--- src/rtl/sample_dma_pkg.sv ---
// Shared constants and state encoding for the AHB sample DMA master.
// Latency: n/a (constants only).
// Backpressure: n/a.
package sample_dma_pkg;

  // AHB-Lite encodings used by the master
  localparam logic [1:0] HTRANS_IDLE   = 2'b00;
  localparam logic [1:0] HTRANS_NONSEQ = 2'b10;
  localparam logic [2:0] HSIZE_WORD    = 3'b010;
  localparam logic [2:0] HBURST_SINGLE = 3'b000;
  localparam logic [3:0] HPROT_DATA    = 4'b0011;
  localparam logic [1:0] HRESP_OKAY    = 2'b00;
  localparam logic [1:0] HRESP_ERROR   = 2'b01;

  typedef enum logic [1:0] {
    ST_IDLE = 2'd0,
    ST_ADDR = 2'd1,
    ST_DATA = 2'd2,
    ST_ERR  = 2'd3
  } dma_state_e;

endpackage

--- src/rtl/sample_sync_fifo.sv ---
// Single-clock sample FIFO with flush; first-word fall-through read port.
// Latency: a pushed word is visible on dout_o the cycle after the push.
// Backpressure: push while full is ignored unless a pop happens the same cycle.
// Ports: clk_i/rst_b_i (sync active-low), push_i/din_i, pop_i/dout_o,
//        flush_i (dominates push/pop), full_o/empty_o status.
module sample_sync_fifo #(
  parameter int DEPTH = 8,
  parameter int WIDTH = 32
) (
  input  logic             clk_i,
  input  logic             rst_b_i,
  input  logic             push_i,
  input  logic [WIDTH-1:0] din_i,
  input  logic             pop_i,
  input  logic             flush_i,
  output logic [WIDTH-1:0] dout_o,
  output logic             full_o,
  output logic             empty_o
);

  localparam int PTR_W = (DEPTH > 1) ? $clog2(DEPTH) : 1;

  logic [WIDTH-1:0] mem_q [DEPTH];
  logic [PTR_W-1:0] wr_ptr_q;
  logic [PTR_W-1:0] rd_ptr_q;
  logic [PTR_W:0]   cnt_q;
  logic             pop_ok;
  logic             push_ok;

  assign empty_o = (cnt_q == '0);
  assign full_o  = (cnt_q == (PTR_W + 1)'(DEPTH));
  assign dout_o  = mem_q[rd_ptr_q];

  // A pop frees a slot in the same cycle, so a push into a full FIFO is
  // accepted when it coincides with a pop.
  assign pop_ok  = pop_i & ~empty_o;
  assign push_ok = push_i & (~full_o | pop_ok);

  always_ff @(posedge clk_i) begin
    if (!rst_b_i || flush_i) begin
      wr_ptr_q <= '0;
      rd_ptr_q <= '0;
      cnt_q    <= '0;
    end else begin
      if (push_ok) wr_ptr_q <= wr_ptr_q + 1'b1;
      if (pop_ok)  rd_ptr_q <= rd_ptr_q + 1'b1;
      case ({push_ok, pop_ok})
        2'b10:   cnt_q <= cnt_q + 1'b1;
        2'b01:   cnt_q <= cnt_q - 1'b1;
        default: cnt_q <= cnt_q;
      endcase
    end
  end

  // Storage carries no reset; occupancy is tracked by the pointers.
  always_ff @(posedge clk_i) begin
    if (push_ok && !flush_i) mem_q[wr_ptr_q] <= din_i;
  end

endmodule

--- src/rtl/ahb_sample_dma_master.sv ---
// AHB-Lite write-only master streaming audio samples into a circular buffer.
// Latency: sample at cycle N -> NONSEQ address at N+1 -> data phase at N+2.
// Backpressure: source cannot stall; FIFO overflow drops samples (overrun).
// Ports: hclk/hrst_b (sync active-low); cfg_en/cfg_base/cfg_len config,
//        latched on cfg_en rising; smp_valid/smp_data sample input;
//        haddr/htrans/hwrite/hsize/hburst/hprot/hwdata/hready/hresp AHB-Lite;
//        wr_idx next buffer index; intr half/wrap pulse; overrun/bus_err sticky.
// Optional: SAMPLE_DMA_DROP_CNT_EN adds drop_cnt (saturating dropped-sample count).
module ahb_sample_dma_master
  import sample_dma_pkg::*;
#(
  parameter int FIFO_DEPTH = 8,
  parameter int LEN_W      = 16
) (
  input  logic             hclk,
  input  logic             hrst_b,
  input  logic             cfg_en,
  input  logic [31:0]      cfg_base,
  input  logic [LEN_W-1:0] cfg_len,
  input  logic             smp_valid,
  input  logic [31:0]      smp_data,
  output logic [31:0]      haddr,
  output logic [1:0]       htrans,
  output logic             hwrite,
  output logic [2:0]       hsize,
  output logic [2:0]       hburst,
  output logic [3:0]       hprot,
  output logic [31:0]      hwdata,
  input  logic             hready,
  input  logic [1:0]       hresp,
  output logic [LEN_W-1:0] wr_idx,
`ifdef SAMPLE_DMA_DROP_CNT_EN
  output logic [15:0]      drop_cnt,
`endif
  output logic             intr,
  output logic             overrun,
  output logic             bus_err
);

  dma_state_e       state_q, state_d;
  logic             en_q;
  logic [31:0]      base_q;
  logic [LEN_W-1:0] len_q;
  logic [LEN_W-1:0] idx_q, idx_d;
  logic [31:0]      hwdata_q, hwdata_d;
  logic             intr_q, intr_d;
  logic             overrun_q, overrun_d;
  logic             bus_err_q, bus_err_d;

  logic             en_rise;
  logic             enabled;
  logic             len_ok;
  logic             smp_avail;
  logic             drop;
  logic             fifo_pop;
  logic             fifo_flush;
  logic [31:0]      fifo_dout;
  logic             fifo_full;
  logic             fifo_empty;

  sample_sync_fifo #(
    .DEPTH (FIFO_DEPTH),
    .WIDTH (32)
  ) u_fifo (
    .clk_i   (hclk),
    .rst_b_i (hrst_b),
    .push_i  (smp_valid),
    .din_i   (smp_data),
    .pop_i   (fifo_pop),
    .flush_i (fifo_flush),
    .dout_o  (fifo_dout),
    .full_o  (fifo_full),
    .empty_o (fifo_empty)
  );

  // Config is only trusted one cycle after the rising edge that latched it;
  // a low cfg_en takes effect immediately.
  assign en_rise = cfg_en & ~en_q;
  assign enabled = cfg_en & en_q;
  assign len_ok  = (len_q >= LEN_W'(2));
  // A sample arriving this cycle lands in the FIFO at this edge, so it can
  // already launch the address phase (keeps sample-to-address at one cycle).
  assign smp_avail = ~fifo_empty | smp_valid;
  assign drop      = smp_valid & fifo_full & ~fifo_pop;

  always_comb begin
    state_d    = state_q;
    idx_d      = idx_q;
    hwdata_d   = hwdata_q;
    intr_d     = 1'b0;
    fifo_pop   = 1'b0;
    fifo_flush = 1'b0;
    overrun_d  = (en_rise ? 1'b0 : overrun_q) | drop;
    bus_err_d  = en_rise ? 1'b0 : bus_err_q;

    case (state_q)
      ST_IDLE: begin
        if (!enabled) begin
          fifo_flush = 1'b1;
          idx_d      = '0;
        end else if (len_ok && smp_avail) begin
          state_d = ST_ADDR;
        end
      end
      ST_ADDR: begin
        if (hready) begin
          fifo_pop = 1'b1;
          hwdata_d = fifo_dout;
          state_d  = ST_DATA;
        end
      end
      ST_DATA: begin
        // ERROR is acted on in its first (hready=0) cycle.
        if (hresp == HRESP_ERROR) begin
          bus_err_d = 1'b1;
          state_d   = ST_ERR;
        end else if (hready) begin
          if (idx_q == len_q - LEN_W'(1)) idx_d = '0;
          else                             idx_d = idx_q + LEN_W'(1);
          if ((idx_q == len_q - LEN_W'(1)) ||
              (idx_q == (len_q >> 1) - LEN_W'(1))) begin
            intr_d = 1'b1;
          end
          if (!enabled) begin
            state_d    = ST_IDLE;
            fifo_flush = 1'b1;
            idx_d      = '0;
          end else if (smp_avail) begin
            state_d = ST_ADDR;
          end else begin
            state_d = ST_IDLE;
          end
        end
      end
      ST_ERR: begin
        if (!cfg_en) begin
          state_d    = ST_IDLE;
          fifo_flush = 1'b1;
          idx_d      = '0;
        end
      end
      default: state_d = ST_IDLE;
    endcase
  end

  always_ff @(posedge hclk) begin
    if (!hrst_b) begin
      state_q   <= ST_IDLE;
      en_q      <= 1'b0;
      base_q    <= '0;
      len_q     <= '0;
      idx_q     <= '0;
      hwdata_q  <= '0;
      intr_q    <= 1'b0;
      overrun_q <= 1'b0;
      bus_err_q <= 1'b0;
    end else begin
      state_q   <= state_d;
      en_q      <= cfg_en;
      idx_q     <= idx_d;
      hwdata_q  <= hwdata_d;
      intr_q    <= intr_d;
      overrun_q <= overrun_d;
      bus_err_q <= bus_err_d;
      if (en_rise) begin
        base_q <= cfg_base & 32'hFFFF_FFFC;
        len_q  <= cfg_len;
      end
    end
  end

`ifdef SAMPLE_DMA_DROP_CNT_EN
  logic [15:0] drop_cnt_q, drop_cnt_d;

  always_comb begin
    drop_cnt_d = en_rise ? 16'h0 : drop_cnt_q;
    if (drop && (drop_cnt_d != 16'hFFFF)) drop_cnt_d = drop_cnt_d + 16'h1;
  end

  always_ff @(posedge hclk) begin
    if (!hrst_b) drop_cnt_q <= '0;
    else         drop_cnt_q <= drop_cnt_d;
  end

  assign drop_cnt = drop_cnt_q;
`endif

  // Address phase is driven straight from state; wraps modulo 2^32.
  assign htrans  = (state_q == ST_ADDR) ? HTRANS_NONSEQ : HTRANS_IDLE;
  assign hwrite  = (state_q == ST_ADDR);
  assign haddr   = base_q + (32'(idx_q) << 2);
  assign hsize   = HSIZE_WORD;
  assign hburst  = HBURST_SINGLE;
  assign hprot   = HPROT_DATA;
  assign hwdata  = hwdata_q;
  assign wr_idx  = idx_q;
  assign intr    = intr_q;
  assign overrun = overrun_q;
  assign bus_err = bus_err_q;

endmodule

--- config.mk ---
export PLATFORM = sky130hd
export DESIGN_NAME = ahb_sample_dma_master
export DESIGN_NICKNAME = d
export VERILOG_FILES = /design/src/rtl/sample_dma_pkg.sv /design/src/rtl/sample_sync_fifo.sv /design/src/rtl/ahb_sample_dma_master.sv
export SDC_FILE = /design/constraint.sdc
export NUM_CORES = 1
export LEC_CHECK = 0
export ABC_AREA = 1
export CORE_AREA = 4 4 189 191
export DETAILED_ROUTE_END_ITERATION = 10
export DIE_AREA = 0 0 193 195
export PLACE_DENSITY = 0.75
export SLEW_MARGIN = 20
export SYNTH_ARGS = -nofsm -noshare
export SYNTH_HDL_FRONTEND = slang
export SYNTH_SLANG_ARGS = --single-unit
--- constraint.sdc ---
create_clock -name hclk -period 11.7 [get_ports hclk]
set_clock_uncertainty 0.1 [all_clocks]
set_input_delay 3.51 -clock hclk [delete_from_list [all_inputs] [get_ports hclk]]
set_output_delay 3.51 -clock hclk [all_outputs]
set_load 0.01 [all_outputs]
==> metrics.md, run 1 <==
| Metric | Value |
|---|---|
| R2R setup slack | `8.41 ns` |
| Post-route ant nets | `0` |
| Startpoint Class | `flop` |
| DR vias/cell | `5.36` |
| Total Nets Final | `1924` |
| Fin Hold WS | `0.370 ns` |
| Crit path buf inv count | `2` |
| Core box area | `34100 um^2` |
| Worst-path fanout max | `8` |
| Final instance area | `20200 um^2` |
| Synth cell types | `50` |
| Placed Cells | `2225` |
| Setup Crit Path Kind | `reg -> out` |
| Area Overhead vs Synth | `19.8%` |
| WL final | `40500 um` |
| Total number of vias | `12312` |
| Yosys Warn Count | `0` |
| Dpl cell area | `18900 um^2` |
| Crit Reg-Reg Endpoint | `u_fifo.cnt_q[3]` |
| Clock buffer count from CTS | `39` |
| Seq/Total Area, Yosys | `58.6%` |
| Fill cells | `2790` |
| Crit. path cell count | `12` |
| Final setup TNS | `0 ns` |
| Post-synth ARST share | `0%` |
| Initial antenna violation count | `2` |
| Crit-path most repeated cell | `nand2_1` |
| Rel. slew slack | `34.6%` |
| Synth Register Bits | `366` |
| Pre-CTS WS | `4.87 ns` |
| Drt pass-1 iters | `5` |
| Chip height | `195 um` |
| Final setup viols | `0` |
| Most frequent cells in the layout | `256 x edfxtp_1, 216 x o21ai_0, 181 x nand2_1` |
| Cell count after synthesis | `1670` |
| Drc violations | `0` |
| CP cell instances | `inv_1, fa_1, o21ai_0, nand3_1, nand2_1, nand2_1, nand4_1, nand2_1, nand2_1, nand2_1, xor2_1, clkdlybuf4s50_1` |
| Clock buffer depth | `3` |
| Post-CTS sizing | `0` |
| Critical path's slowest cell | `clkdlybuf4s50_1` |
| Power Dens Cells | `159 nW/um^2` |
| FP Rows | `68` |
| Outcome | `finished, final reports clean` |
| Most common cell after layout, fill and taps aside | `edfxtp_1` |
| # IOs | `183` |
| Synth Area per Inst | `10.1 um^2` |
| DR iter-0 viols | `859` |
| Non-filler instance count after layout | `2297` |
| CTS Sinks | `366` |
| CTS tree | `built` |
| Fmax | `134 MHz` |
| Hold Crit Start | `overrun` |
| Cells on worst reg2reg path | `12` |
| First-pass GRT wire length | `63100 um` |
| Top Family by Delay on Critical Path | `buffers and inverters` |
| # Post-CTS Setup Buffers | `0` |
| Final HPWL DP | `25200 um` |
| Remaining global-route overflow | `0` |
| Final Hold Viols | `0` |
| Hold WC Path Type | `reg -> reg` |
| Die Wd | `193 um` |
| Worst skew pair latency | `0.54 ns` |
| # port buffers | `167` |
| Final Cycle Share | `63.7%` |
| Hold_buf cts | `0` |
| Number of synthesized flops with an enable pin | `256` |
| Hold Path End | `overrun` |
| Leak Pwr | `7.34 nW` |
| Full die area | `37600 um^2` |
| Root buffer cell | `clkbuf_16` |
| Worst vdd ir | `144 uV` |
| H-tree levels | `2` |
| WHS Path Cells | `2` |
| Ys flop type | `edfxtp_1` |
| Clk pin slew, worst setup/hold paths | `0.06 ns` |
| Post-layout worst setup margin | `4.25 ns` |
| Drt wl/cell | `17.7 um` |
| GRT Total Usage | `21.0%` |
| Worst path max stage delay | `0.59 ns` |
| Share of cells above drive strength 1 | `7.93%` |
| MaxCap Viol Count | `0` |
| Worst Tran Pin Value | `0.981 ns` |
| Unrepaired setup endpoints after global routing | `false` |
| Worst setup EP type | `output port` |
| Vias in the first global route | `12171` |
| Mapped Area | `16900 um^2` |
| Min Tclk post-route | `7.45 ns` |
| CP required | `8.09 ns` |
| Reg-to-Reg Start | `state_q[1]` |
| Critical Path AT | `3.84 ns` |
| Largest net degree at the start of global routing | `91` |
| Count of final max-slew check failures | `0` |
| Gpl congestion | `0.933` |
| Starting Density | `49.5%` |
-- how the worst max path moves through the flow --
stage               from                 end
4_1_cts        wr_idx[1]           haddr[28]
6_report       wr_idx[1]           haddr[28]
5_1_grt        wr_idx[1]           haddr[28]
3_5_place_dp   wr_idx[1]           haddr[28]
3_3_place_gp   wr_idx[1]           haddr[28]
2_1_floorplan     hready  u_fifo.mem_q[0][0]
-- through the flow --
step                      total power [mW]  util, %
final                                 3.22     59.3
after floorplan                       1.79        -
after global routing                  3.36     59.3
after CTS                             3.25     59.2
after global placement                1.96     55.3
after detailed placement              1.98     55.3
-- layout make-up --
cell class                 instances  area, um^2  area share [%]
clock inverter                    19         248            1.23
timing repair buffer             184        1790            8.87
tap                              455         569            2.82
antenna                            1        2.50          0.0124
multi-input combinational       1046        5970            29.5
sequential                       366        9900            48.9
inverter                         174         654            3.24
clock buffer                      52        1080            5.37
-- synth_stat cells (2+ instances only) --
cell type | number | area [um^2]
ha_1 | 24 | 300
dfxtp_1 | 110 | 2200
nor2_1 | 125 | 469
o21ai_0 | 216 | 1080
buf_2 | 11 | 55.1
a211oi_1 | 2 | 15.0
nand3_2 | 9 | 90.1
xnor2_1 | 21 | 184
inv_2 | 9 | 33.8
nand3_1 | 49 | 245
a21boi_0 | 2 | 15.0
a21oi_2 | 3 | 26.3
nor2_4 | 9 | 101
xor2_1 | 44 | 385
inv_1 | 164 | 616
conb_1 | 2 | 7.51
edfxtp_1 | 256 | 7690
clkbuf_1 | 54 | 203
o211ai_1 | 32 | 240
buf_4 | 20 | 150
or2_2 | 2 | 12.5
nor4_1 | 5 | 31.3
fa_1 | 2 | 40.0
nor3_1 | 15 | 75.1
a21oi_1 | 164 | 821
nor3_2 | 3 | 30.0
nand2_2 | 5 | 31.3
mux2i_1 | 64 | 641
buf_1 | 8 | 30.0
nand2_1 | 181 | 679
o21ai_1 | 19 | 95.1
nand3b_1 | 3 | 22.5
nand4_1 | 10 | 62.6
nor2_2 | 11 | 68.8
-- cell families after synthesis --
kind of cell | Yosys count | share of synthesized area [%]
other | 2 | 0.0445
XOR/XNOR | 65 | 3.37
multiplexers | 64 | 3.80
adder cells (fa/ha/maj) | 26 | 2.02
AO/OA/AOI/OAI | 445 | 13.9
buffers and inverters | 269 | 6.56
flip-flops | 366 | 58.6
AND/OR/NAND/NOR | 433 | 11.7
-- power by group --
| part | internal, mW | switching, mW | total (mW) |
|---|---|---|---|
| combinational | 0.170 | 0.264 | 0.435 |
| sequential | 1.47 | 0.0410 | 1.51 |
| clock | 0.767 | 0.505 | 1.27 |
| total | 2.41 | 0.810 | 3.22 |
-- registers in the layout (all words and copies together) (netlist names), 3 cells and up --
signal and count:
base_q 30, len_q 16, u_fifo.wr_ptr_q 3, wr_idx 16
hwdata 32, u_fifo.rd_ptr_q 3, u_fifo.cnt_q 4, u_fifo.mem_q 256
-- metal layers --
layer	GRT usage (%)	up-vias	part of all wire, %
li1	-	6036	-
met1	26.2	5820	41
met3	4.27	87	6.9
met5	0	-	0.049
met4	6.40	2	2.6
met2	36.7	367	50
-- tightest hold or removal path, delay by kind of cell (launching register included) --
family | cells | cell delay, ns
AO/OA/AOI/OAI | 1 | 0.06
flip-flops | 1 | 0.31
AND/OR/NAND/NOR | 1 | 0.06
(Power assumes the default switching activity.)
==> run 2, diff against run 1 <==
==> constraint.sdc (replaced) <==
create_clock -name hclk -period 7.7 [get_ports hclk]
set_clock_uncertainty 0.1 [all_clocks]
set_input_delay 2.31 -clock hclk [delete_from_list [all_inputs] [get_ports hclk]]
set_output_delay 2.31 -clock hclk [all_outputs]
set_load 0.01 [all_outputs]
==> metrics.md, run 2 (synthesized netlist as in run 1, its figures left out) <==
| Metric | Value |
|---|---|
| Final setup viols | `0 (unchanged)` |
| Full die area | `37600 um^2 (unchanged)` |
| Post-CTS sizing | `0 (unchanged)` |
| Final instance area | `20200 um^2 (about the same)` |
| GRT Total Usage | `20.9% (-0.056 points)` |
| Critical Path AT | `3.81 ns (-0.03 ns)` |
| # IOs | `183 (unchanged)` |
| FP Rows | `68 (unchanged)` |
| Worst-path fanout max | `8 (unchanged)` |
| Biggest register | `u_fifo.mem_q` |
| Largest net degree at the start of global routing | `100 (+9.9%)` |
| Startpoint Class | `flop` |
| Worst path max stage delay | `0.62 ns (+0.03 ns)` |
| Outcome | `finished, final reports clean` |
| Share of cells above drive strength 1 | `7.98% (+0.046 points)` |
| WL final | `40300 um (-0.68%)` |
| Root buffer cell | `clkbuf_16` |
| Drt wl/cell | `17.5 um (-0.72%)` |
| Most common cell after layout, fill and taps aside | `edfxtp_1` |
| Final Hold Viols | `0 (unchanged)` |
| # port buffers | `167 (unchanged)` |
| Sw frac | `25.6% (+0.49 points)` |
| Int Pwr | `3.60 mW (+49%)` |
| Final HPWL DP | `25200 um (-0.18%)` |
| CP required | `5.29 ns (-2.80 ns)` |
| Chip height | `195 um (unchanged)` |
| Fmax | `161 MHz` |
| CP cell instances | `inv_1, fa_1, o21ai_0, nand3_1, nand2_1, nand2_1, nand4_1, nand2_1, nand2_1, nand2_1, xor2_1, clkdlybuf4s50_1` |
| Final setup TNS | `0 ns (unchanged)` |
| # Post-CTS Setup Buffers | `0 (unchanged)` |
| Total Nets Final | `1925 (+0.052%)` |
| Post-route ant nets | `0 (unchanged)` |
| Total number of vias | `12326 (+0.11%)` |
| Flop pwr share | `47.6% (+0.6 points)` |
| Fin Hold WS | `0.362 ns (-0.00860 ns)` |
| WHS Path Cells | `2 (unchanged)` |
| Hold_buf cts | `0 (unchanged)` |
| Starting Density | `49.5% (unchanged)` |
| Psw | `1.24 mW (+53%)` |
| Core box area | `34100 um^2 (unchanged)` |
| Power Dens Cells | `239 nW/um^2 (+50%)` |
| Clk pin slew, worst setup/hold paths | `0.05 ns (about the same)` |
| Area occupied by multi-input gates | `5980 um^2 (+0.10%)` |
| Initial antenna violation count | `3 (+1)` |
| CTS Sinks | `366 (unchanged)` |
| Final Cycle Share | `80.7%` |
| First-pass GRT wire length | `62900 um (-0.31%)` |
| Cells on worst reg2reg path | `13 (+1)` |
| DR vias/cell | `5.36 (about the same)` |
| Diode count | `0 (-1)` |
| Min Tclk post-route | `6.22 ns` |
| H-tree levels | `2 (unchanged)` |
| Crit-path most repeated cell | `nand2_1` |
| DR iter-0 viols | `721 (-16%)` |
| Max FFs per register | `256 (unchanged)` |
| Combinational share of power | `13.7% (+0.2 points)` |
| Hold WC Path Type | `reg -> reg` |
| Worst setup EP type | `output port` |
| Clock buffer depth | `3 (unchanged)` |
| Clock buffer count from CTS | `39 (unchanged)` |
| Fill cells | `2805 (+0.54%)` |
| Drt pass-1 iters | `5 (unchanged)` |
| Area Overhead vs Synth | `19.8% (about the same)` |
| Dpl cell area | `18900 um^2 (about the same)` |
| Drc violations | `0 (unchanged)` |
| Worst skew pair latency | `0.54 ns (about the same)` |
| Leak Pwr | `7.34 nW (about the same)` |
| Gpl congestion | `0.923 (-1.1%)` |
| Most frequent cells in the layout | `256 x edfxtp_1, 216 x o21ai_0, 181 x nand2_1` |
| Die Wd | `193 um (unchanged)` |
| Vias in the first global route | `12063 (-0.89%)` |
| Critical path's slowest cell | `dfxtp_1` |
| Clock Power Share | `38.7% (-0.8 points)` |
| Worst Tran Pin Value | `1.11 ns (+0.129 ns)` |
| Rel. slew slack | `26.0% (-8.6 points)` |
| MaxCap Viol Count | `0 (unchanged)` |
| Remaining global-route overflow | `0 (unchanged)` |
| FF/Latch Area | `9900 um^2 (unchanged)` |
| Unrepaired setup endpoints after global routing | `false` |
| Count of final max-slew check failures | `0 (unchanged)` |
| CTS tree | `built` |
| Setup Crit Path Kind | `reg -> out` |
| Worst vdd ir | `224 uV (+55%)` |
run 2: changes by cell type in the layout (fill, tap and decap cells not counted), sizes merged:
cell | before | now
diode | 1 | 0
clkinv | 12 | 14
bufinv | 5 | 3
buf | 18 | 19
inv | 174 | 175
run 2: through the flow:
step	setup slack, ns	total power, mW	cells	utilization [%]
after floorplan	1.94	2.72	1681	-
final	1.48	4.84	2298	59.3
after detailed placement	2.06	3.00	2225	55.4
after global placement	2.12	2.98	2225	55.3
after global routing	1.29	5.06	2298	59.3
after CTS	1.48	4.88	2297	59.2
run 2: routing by layer:
metal / wire length, um / vias up / global-route usage [%]
met5: 40 / - / 0
met2: 19700 / 327 / 36.5
met1: 17000 / 5862 / 26.4
li1: - / 6048 / -
met3: 2560 / 83 / 4.45
met4: 986 / 6 / 5.51
run 2: worst paths after layout:
kind | startpoint | endpoint | slack [ns]
max | wr_idx[1] | haddr[28] | 1.48
min | overrun | overrun | 0.36
max reg2reg | state_q[0] | u_fifo.cnt_q[3] | 4.33
min reg2reg | overrun | overrun | 0.36
run 2: worst max-delay path, delay by kind of cell, from the launching register on:
kind                     cells  cell delay (ns)
XOR/XNOR                     1             0.18
adder cells (fa/ha/maj)      1             0.51
AO/OA/AOI/OAI                1             0.40
AND/OR/NAND/NOR              7             0.75
buffers and inverters        2             0.83
flip-flops                   1             0.62
run 2: layout make-up:
cell class	count	area share [%]
Sequential cell	366	48.9
Multi-Input combinational cell	1046	29.6
Timing Repair Buffer	185	9.01
Clock buffer	52	5.31
Inverter	174	3.23
Tap cell	455	2.82
Clock inverter	20	1.14
run 2: power groups by stage:
stage	Combinational (mW)	Clock, mW	Sequential, mW
after floorplan	0.375	0	2.35
after CTS	0.666	1.92	2.30
after global routing	0.740	2.00	2.31
final	0.665	1.87	2.30
after detailed placement	0.661	0	2.34
after global placement	0.644	0	2.34
